--- config.mk ---
export PLATFORM = sky130hd
export DESIGN_NAME = ball_motion
export DESIGN_NICKNAME = d
export VERILOG_FILES = /design/src/rtl/ball_motion.sv
export SDC_FILE = /design/constraint.sdc
export NUM_CORES = 1
export LEC_CHECK = 0
export CAP_MARGIN = 25
export CELL_PAD_IN_SITES_DETAIL_PLACEMENT = 0
export CELL_PAD_IN_SITES_GLOBAL_PLACEMENT = 1
export CORE_MARGIN = 5
export CORE_UTILIZATION = 38
export DETAILED_ROUTE_END_ITERATION = 8
export PLACE_DENSITY = 0.83
export SYNTH_ARGS = -nofsm -noshare
export SYNTH_HDL_FRONTEND = slang
export SYNTH_SLANG_ARGS = --single-unit
--- constraint.sdc ---
create_clock -name clock -period 4.7 [get_ports clock]
set_input_delay 0.47 -clock clock [delete_from_list [all_inputs] [get_ports clock]]
set_output_delay 0.47 -clock clock [all_outputs]
set_load 0.1 [all_outputs]
--- src/rtl/ball_motion.sv ---
// Ball position/direction engine for the breakout game: wall, paddle and brick bounces, lives and serve.
// Optional BALL_SPEEDUP_EN shortens the step period as paddle hits accumulate.
module ball_motion #(
    parameter int STEP_DIV = 25000000,
    parameter int PADDLE_W = 4,
    parameter int LIVES    = 3
) (
    input  logic        clock,
    input  logic        reset,
    input  logic [3:0]  paddle_col,
    input  logic        launch,
    input  logic [55:0] Bricks,
    output logic [3:0]  Ball_rowIndex,
    output logic [3:0]  Ball_colIndex,
    output logic [1:0]  Ball_direction,
    output logic [2:0]  lives,
    output logic        in_play,
    output logic        game_over,
    output logic        step
);

    typedef enum logic [1:0] {ST_SERVE, ST_MOVE, ST_LOST, ST_OVER} state_t;

    localparam int DIV_W = $clog2(STEP_DIV) + 1;

    state_t             r_state, w_state_nx;
    logic [DIV_W-1:0]   r_div, w_period;
    logic [3:0]         r_row, r_col, w_row_nx, w_col_nx;
    logic [1:0]         r_dir, w_dir_nx, w_rdir;
    logic [2:0]         r_lives, w_lives_nx;
    logic               r_in_play, r_game_over, r_step;
    logic               w_counting, w_wrap, w_hflip, w_vflip;
    logic [3:0]         w_trow, w_tcol;
    logic [4:0]         w_pad_lo, w_pad_hi;
    logic               w_pad_in, w_brick, w_pad_hit;

    function automatic logic [5:0] brick_idx(input logic [3:0] row, input logic [3:0] col);
        return {row[2:0], col[3:1]};
    endfunction

`ifdef BALL_SPEEDUP_EN
    logic [3:0]       r_hits;
    logic [1:0]       r_level;
    logic [DIV_W-1:0] w_shifted;

    assign w_shifted = DIV_W'(STEP_DIV) >> r_level;
    assign w_period  = (w_shifted == DIV_W'(0)) ? DIV_W'(1) : w_shifted;

    // Paddle-hit counter and speed level; both restart whenever a serve begins
    always_ff @(posedge clock or negedge reset) begin
        if (!reset) begin
            r_hits  <= 4'd0;
            r_level <= 2'd0;
        end else if (w_state_nx == ST_SERVE) begin
            r_hits  <= 4'd0;
            r_level <= 2'd0;
        end else if (w_pad_hit) begin
            r_hits <= r_hits + 4'd1;
            if ((r_hits[2:0] == 3'd7) && (r_level != 2'd2)) begin
                r_level <= r_level + 2'd1;
            end else begin
                r_level <= r_level;
            end
        end else begin
            r_hits  <= r_hits;
            r_level <= r_level;
        end
    end
`else
    assign w_period = DIV_W'(STEP_DIV);
`endif

    assign w_counting = (r_state == ST_MOVE) || (r_state == ST_LOST);
    // >= rather than == so a period that shrinks mid-count still wraps
    assign w_wrap     = w_counting && (r_div >= (w_period - DIV_W'(1)));

    assign w_hflip  = ((r_col == 4'd0) && !r_dir[0]) || ((r_col == 4'd15) && r_dir[0]);
    assign w_vflip  = (r_row == 4'd0) && !r_dir[1];
    assign w_rdir   = {r_dir[1] ^ w_vflip, r_dir[0] ^ w_hflip};
    assign w_tcol   = w_rdir[0] ? (r_col + 4'd1) : (r_col - 4'd1);
    assign w_trow   = w_rdir[1] ? (r_row + 4'd1) : (r_row - 4'd1);
    assign w_pad_lo = {1'b0, paddle_col};
    assign w_pad_hi = w_pad_lo + 5'(PADDLE_W - 1);
    assign w_pad_in = ({1'b0, w_tcol} >= w_pad_lo) && ({1'b0, w_tcol} <= w_pad_hi);
    assign w_brick  = (w_trow < 4'd7) && Bricks[brick_idx(w_trow, w_tcol)];

    // Next-state and next ball position
    always_comb begin
        w_state_nx = r_state;
        w_row_nx   = r_row;
        w_col_nx   = r_col;
        w_dir_nx   = r_dir;
        w_lives_nx = r_lives;
        w_pad_hit  = 1'b0;
        case (r_state)
            ST_SERVE: begin
                w_row_nx = 4'd14;
                w_col_nx = paddle_col;
                w_dir_nx = 2'b01;
                if (launch) begin
                    w_state_nx = ST_MOVE;
                end else begin
                    w_state_nx = ST_SERVE;
                end
            end
            ST_MOVE: begin
                if (!w_wrap) begin
                    w_state_nx = ST_MOVE;
                end else if ((r_row == 4'd14) && w_rdir[1]) begin
                    if (w_pad_in) begin
                        w_dir_nx  = {1'b0, w_rdir[0]};
                        w_pad_hit = 1'b1;
                    end else begin
                        w_row_nx   = 4'd15;
                        w_dir_nx   = w_rdir;
                        w_state_nx = ST_LOST;
                        w_lives_nx = (r_lives == 3'd0) ? 3'd0 : (r_lives - 3'd1);
                    end
                end else if (w_brick) begin
                    w_row_nx = w_trow;
                    w_col_nx = w_tcol;
                    w_dir_nx = {~w_rdir[1], w_rdir[0]};
                end else begin
                    w_row_nx = w_trow;
                    w_col_nx = w_tcol;
                    w_dir_nx = w_rdir;
                end
            end
            ST_LOST: begin
                if (!w_wrap) begin
                    w_state_nx = ST_LOST;
                end else if (r_lives == 3'd0) begin
                    w_state_nx = ST_OVER;
                end else begin
                    w_state_nx = ST_SERVE;
                    w_row_nx   = 4'd14;
                    w_col_nx   = paddle_col;
                    w_dir_nx   = 2'b01;
                end
            end
            ST_OVER: begin
                w_state_nx = ST_OVER;
            end
            default: begin
                w_state_nx = ST_SERVE;
            end
        endcase
    end

    // State, divider and registered outputs
    always_ff @(posedge clock or negedge reset) begin
        if (!reset) begin
            r_state     <= ST_SERVE;
            r_div       <= DIV_W'(0);
            r_row       <= 4'd14;
            r_col       <= 4'd0;
            r_dir       <= 2'b01;
            r_lives     <= 3'(LIVES);
            r_in_play   <= 1'b0;
            r_game_over <= 1'b0;
            r_step      <= 1'b0;
        end else begin
            r_state     <= w_state_nx;
            r_div       <= (w_counting && !w_wrap) ? (r_div + DIV_W'(1)) : DIV_W'(0);
            r_row       <= w_row_nx;
            r_col       <= w_col_nx;
            r_dir       <= w_dir_nx;
            r_lives     <= w_lives_nx;
            r_in_play   <= (w_state_nx == ST_MOVE);
            r_game_over <= (w_state_nx == ST_OVER);
            r_step      <= w_wrap;
        end
    end

    assign Ball_rowIndex  = r_row;
    assign Ball_colIndex  = r_col;
    assign Ball_direction = r_dir;
    assign lives          = r_lives;
    assign in_play        = r_in_play;
    assign game_over      = r_game_over;
    assign step           = r_step;

endmodule

==> results.cfg, run 1 <==
[outcome]
status = finished clean

[final_layout]
nets = 493
final_cells = 516
fillers = 782
drive_above_1_share = 0.117
ff_latch_area_mm2 = 0.00111
multi_input_area_mm2 = 0.00199
diodes = 0
areaGrowthSynthToFinish_pct = 31.4

[sta]
period_minus_slack_ps = 4280
fin_crit_sh = 0.911
worstMarginPinSlew_ps = 997
grt_setup_unrepaired = false
maxSlewHeadroom = 0.333
setup_viol = 0
tns_ps = 0
hold_violations = 0
fmax_mhz = 234
slew_viol_final = 0
clock_skew_ps = 14.7

[floorplanning]
start_util = 0.391
rows = 33
coreArea_mm2 = 0.00826
die_y_um = 102
io_pins = 79
die_w_um = 102
die_area_mm2 = 0.0104

[power]
leakage_nw = 1.81
powerDensity_mw_per_mm2 = 664
ir_drop_uv = 305

[synth]
synth.distinct_cells = 55
yosys_warnings = 0
ys_seq_area_frac = 0.343
ys_ff_latch = 44
synth-async-reset-ratio = 1.00
synth_edf_count = 0
ys.flop_type = dfrtp_1
synthCells = 336
syn_area_mm2 = 0.00323
syn_nets = 419
postSynthAreaPerCell_um2 = 9.61

[setup_path]
r2r_start = Ball_colIndex[1]$_DFFE_PN0P_
cp.arrival_ps = 4510
critPathLaunchType = flip-flop
crit_start = Ball_colIndex[1]$_DFFE_PN0P_
cp.required_ps = 4920
worstSetupPathType = reg -> reg
endpoint_kind = flip-flop
critPathMaxFanout = 11

[clock_tree]
cts_setup_buffers = 0
ctsHtreeMaxLevel = 2
cts_resized = 0
cts_tree = built
cts-root-buf = clkbuf_8
cts.sinks = 44
clk_latency_ps = 300
hold_buffers = 0
numCtsBuffers = 5
clk_path_buf_depth = 2
path_clk_slew_ps = 80

[grt]
grt_overflow_total = 0
gr-usage-met1 = 0.190
use_met2 = 0.262
busiest_layer = met2
grt_max_degree = 45
antenna_found_initial = 0
grt_pass1_wl_mm = 12.8
grt_util_met3 = 0.0396
grtUsageTotal = 0.152
first_global_vias = 2693

[route]
drtPass1Iterations = 4
post_drt_wl_per_cell_um = 15.0
viasPerCell = 5.35
drtIter0Drc = 97
ant_nets = 0
drc_errors = 0
drt-total-wl_mm = 7.76
via_count = 2760

[hold_path]
hp-class = in -> async

[placement]
place_hpwl_mm = 5.97
place.gp.congestion = 0.840
io_buffers = 78
dp.cells = 507

[flow_run]
drv_cap = 0
## cell usage in the layout, fill, tap and decap left out, types with 5 or more instances in the layout
| master | n |
|---|---|
| nor2_1 | 34 |
| nand3_1 | 16 |
| inv_1 | 17 |
| nand4_1 | 7 |
| dfstp_2 | 6 |
| nand2_1 | 29 |
| clkdlybuf4s50_1 | 77 |
| dfrtp_1 | 38 |
| xnor2_1 | 10 |
| ha_1 | 19 |
| o21ai_0 | 12 |
| mux2i_1 | 13 |
| and3_1 | 12 |
| clkbuf_8 | 5 |
| a21oi_1 | 12 |
| mux2_2 | 10 |
| mux4_2 | 10 |
| xor2_1 | 18 |
## path summary, 6_finish.rpt
| path | endpoint | slack, ps | depth (start not counted) |
|---|---|---|---|
| max reg2reg | lives[1]$_DFFE_PN1P_ | 420 | 18 |
| max in group asynchronous | Ball_direction[0]$_DFFE_PN1P_ | 4160 | 2 |
| max | lives[1]$_DFFE_PN1P_ | 420 | 18 |
| min reg2reg | r_div[0]$_DFF_PN0_ | 490 | 1 |
| min in group clock | r_div[0]$_DFF_PN0_ | 490 | 1 |
| min | lives[2]$_DFFE_PN0P_ | 30 | 1 |
## critical path, stage by stage, from the launching register on
cell and delay (ps):
dfrtp_1 540, nor3_1 100, nor2_1 90, nor2_1 40, a21oi_1 210, xor2_1 100, ha_1 240, or3_1 300
and3_1 210, nor3_4 370, inv_2 170, ha_1 310, o21ai_0 90, nand2b_1 80, maj3_1 400, a21oi_1 250
nand3_1 190, nor2_1 170, mux2_2 340
## flip-flops by register name, indices dropped and copies added (netlist names)
signal / cells
Ball_colIndex: 4
Ball_direction: 2
Ball_rowIndex: 4
game_over: 1
in_play: 1
lives: 3
r_div: 26
r_state: 2
step: 1
## area by class of cell
type | instances | area share
multi-input cells | 260 | 0.469
flip-flops and latches | 44 | 0.261
clock buffers | 6 | 0.0171
well taps | 105 | 0.0310
inverters | 18 | 0.0159
repair buffers | 81 | 0.191
clock inverters | 2 | 0.0142
## logic make-up after synthesis
group	Yosys count	synth area share
simple gates	121	0.188
compound gates	56	0.122
fa+ha+maj	21	0.0829
xor+xnor	28	0.0759
flops	44	0.343
buf+inv	32	0.0411
mux	33	0.145
other cells	1	0.00116
## stage by stage
| stage | total power, W | cell area (µm²) | setup slack [ps] | hold slack [ps] | util |
|---|---|---|---|---|---|
| floorplan | 0.00207 | 3230 | 217 | 174 | - |
| global placement | 0.00247 | 4090 | 607 | 462 | 0.495 |
| detailed placement | 0.00250 | 4090 | 390 | 476 | 0.495 |
| CTS | 0.00285 | 4220 | 359 | 346 | 0.511 |
| global route | 0.00305 | 4240 | 48.5 | 22.5 | 0.514 |
| finish | 0.00282 | 4240 | 417 | 25.6 | 0.514 |
## Yosys cell counts (all sizes together) (3+ instances only)
library cell | number | area (µm²)
nor2 | 34 | 128
nand2 | 29 | 109
mux2i | 13 | 130
dfrtp | 38 | 951
and3 | 13 | 82.6
xnor2 | 10 | 87.6
a21oi | 13 | 65.1
dfstp | 6 | 158
o211ai | 3 | 22.5
clkbuf | 7 | 26.3
o21ai | 12 | 60.1
nor3 | 4 | 31.3
nor2b | 3 | 18.8
a31oi | 4 | 40.0
o21a | 3 | 22.5
nand4 | 7 | 43.8
a21o | 3 | 22.5
mux2 | 10 | 113
xor2 | 18 | 158
ha | 19 | 238
nand3 | 16 | 80.1
and4 | 3 | 26.3
inv | 18 | 67.6
buf | 7 | 38.8
mux4 | 10 | 225
## power breakdown
group          total [W]  switching (W)  leakage, nW  internal, W
Sequential      0.000559       0.000107        0.574     0.000452
Clock           0.000339       0.000127       0.0654     0.000212
Combinational    0.00192        0.00112         1.18     0.000795
Total            0.00282        0.00136         1.81      0.00146
## metal layers
layer | vias to the layer above | wire length [µm]
met5 | - | 0
met4 | 0 | 103
met3 | 11 | 516
met2 | 74 | 3710
met1 | 1329 | 3430
li1 | 1346 | -
No activity file was read; power rests on OpenSTA's default activity.
==> inputs of run 2 (changes only) <==
CORE_UTILIZATION = 45   (was 38)
CTS_CLUSTER_DIAMETER = 120   (was unset)
DONT_BUFFER_PORTS = 1   (was unset)
PLACE_DENSITY = 0.77   (was 0.83)
==> run 2 against run 1 <==
Global-route usage grew 1.1 points. Clock-buffer cell count grew 2. Power shrank 7.1%. Clock skew shrank 7.1 ps. First-iteration DRC count shrank 47%. Critical path depth shrank 2. Die area shrank 14%. Register-to-register slack gained 180 ps. Wire length shrank 8.6%. Combinational power shrank 12%. Sequential cell count is the same. Hold slack lost 14 ps.
==> results.cfg, run 2 (synthesized netlist as in run 1, its figures left out) <==
[outcome]
status = finished clean

[power]
power_frac_comb = 0.646
power_switching_w = 0.00133
ir_drop_uv = 233
clkPwrFrac = 0.091
fin_total_pwr_w = 0.00262
power_frac_seq = 0.263
p_sw_frac = 0.507
p_int_w = 0.00129
powerDensity_mw_per_mm2 = 753
leakage_nw = 1.53

[grt]
antenna_found_initial = 0
first_global_vias = 2492
grt_overflow_total = 0
grtUsageTotal = 0.163
grt_pass1_wl_mm = 11.7
grt_max_degree = 39

[final_layout]
diodes = 0
drive_above_1_share = 0.152
nets = 423
final_cells = 437
utilization = 0.503
top_register = r_div
final_common_cell = dfrtp_1
areaGrowthSynthToFinish_pct = 7.52
largest_reg_flops = 26
final_cell_mix = 38 x dfrtp_1, 34 x nor2_1, 29 x nand2_1, 19 x ha_1, 18 x xor2_1

[sta]
tns_ps = 0
setup_viol = 0
clock_skew_ps = 7.64
fin_ws_ps = 593
slew_viol_final = 0
fmax_mhz = 243
fin_crit_sh = 0.874
hold_violations = 0
period_minus_slack_ps = 4110
worstMarginPinSlew_ps = 982
grt_setup_unrepaired = false
maxSlewHeadroom = 0.345

[route]
viasPerCell = 5.73
post_drt_wl_per_cell_um = 16.2
drtPass1Iterations = 4
drt-total-wl_mm = 7.09
drc_errors = 0
ant_nets = 0
drtIter0Drc = 51
via_count = 2503

[placement]
place_ws_ps = 613
io_buffers = 0
dp.cells = 427
place_hpwl_mm = 5.36
place.gp.congestion = 0.859

[setup_path]
worstSetupPathType = reg -> reg
endpoint_kind = flip-flop
critPathMaxFanout = 9
cp.arrival_ps = 4330
critPathLaunchType = flip-flop
cp.required_ps = 4920
crit_path_top_delay_cell = dfrtp_1
cp_cell_sequence = nand3_1 > a21oi_1 > xor2_1 > ha_1 > or4b_1 > a31oi_4 > nor3_4 > inv_2 > ha_1 > o21ai_0 > nand2b_1 > maj3_1 > nand2_1 > o21ai_0 > a21oi_1 > mux2_2
critPathMaxStageDelay_ps = 540

[clock_tree]
cts.sinks = 44
numCtsBuffers = 5
cts_setup_buffers = 0
ctsHtreeMaxLevel = 2
hold_buffers = 1
clk_latency_ps = 290
path_clk_slew_ps = 80
cts_resized = 0
cts_tree = built
clk_path_buf_depth = 2
cts-root-buf = clkbuf_8

[floorplanning]
coreArea_mm2 = 0.00691
rows = 30
start_util = 0.468
die_y_um = 94.7
die_area_mm2 = 0.00897
io_pins = 79
die_w_um = 94.7

[hold_path]
hp-class = in -> async

[flow_run]
drv_cap = 0
[run 2: final timing paths]
kind                                               from                      endpoint  cells after the start  slack [ps]
min reg2reg                          r_div[0]$_DFF_PN0_            r_div[0]$_DFF_PN0_                      1         490
min                                               reset            r_div[9]$_DFF_PN0_                      1          10
max in group asynchronous                         reset  Ball_rowIndex[3]$_DFFE_PN1P_                      1        3930
min in group clock                               launch          r_state[0]$_DFF_PN0_                      2         350
max reg2reg                Ball_colIndex[2]$_DFFE_PN0P_  Ball_rowIndex[3]$_DFFE_PN1P_                     16         590
max                        Ball_colIndex[2]$_DFFE_PN0P_  Ball_rowIndex[3]$_DFFE_PN1P_                     16         590
[run 2: power by group through the flow]
stage / Combinational (W) / Clock (W) / Sequential [W]
after CTS: 0.00171 / 0.000250 / 0.000690
after detailed placement: 0.00170 / 0 / 0.000697
after global routing: 0.00188 / 0.000270 / 0.000699
after global placement: 0.00168 / 0 / 0.000694
final: 0.00169 / 0.000238 / 0.000689
after floorplan: 0.00122 / 0 / 0.000844
[run 2: worst max-delay path: cells and delay by family (launching register included)]
| family | cells | cell delay, ps |
|---|---|---|
| fa+ha+maj | 3 | 870 |
| flops | 1 | 540 |
| buf+inv | 1 | 150 |
| compound gates | 5 | 1030 |
| simple gates | 5 | 900 |
| mux | 1 | 390 |
| xor+xnor | 1 | 170 |
[run 2: stage by stage]
| stage | cell area (µm²) | hold WS [ps] |
|---|---|---|
| CTS | 3460 | 0.539 |
| finish | 3470 | 11.8 |
| global placement | 3350 | 176 |
| global route | 3470 | 8.05 |
| detailed placement | 3350 | 176 |
| floorplan | 3230 | 174 |
[run 2: area by class of cell]
class	instances	area, µm²
Clock buffer	8	90.1
Timing Repair Buffer	11	97.6
Tap cell	96	120
Inverter	18	67.6
Sequential cell	44	1110
Fill cell	710	3430
Multi-Input combinational cell	260	1990
[run 2: metal layers]
metal  GRT usage  part of all wire  vias to the layer above
li1            -                 -                     1214
met1       0.199              0.42                     1209
met2       0.289              0.49                       72
met3      0.0398             0.080                        8
met4      0.0397             0.011                        0
met5           0                 0                        -
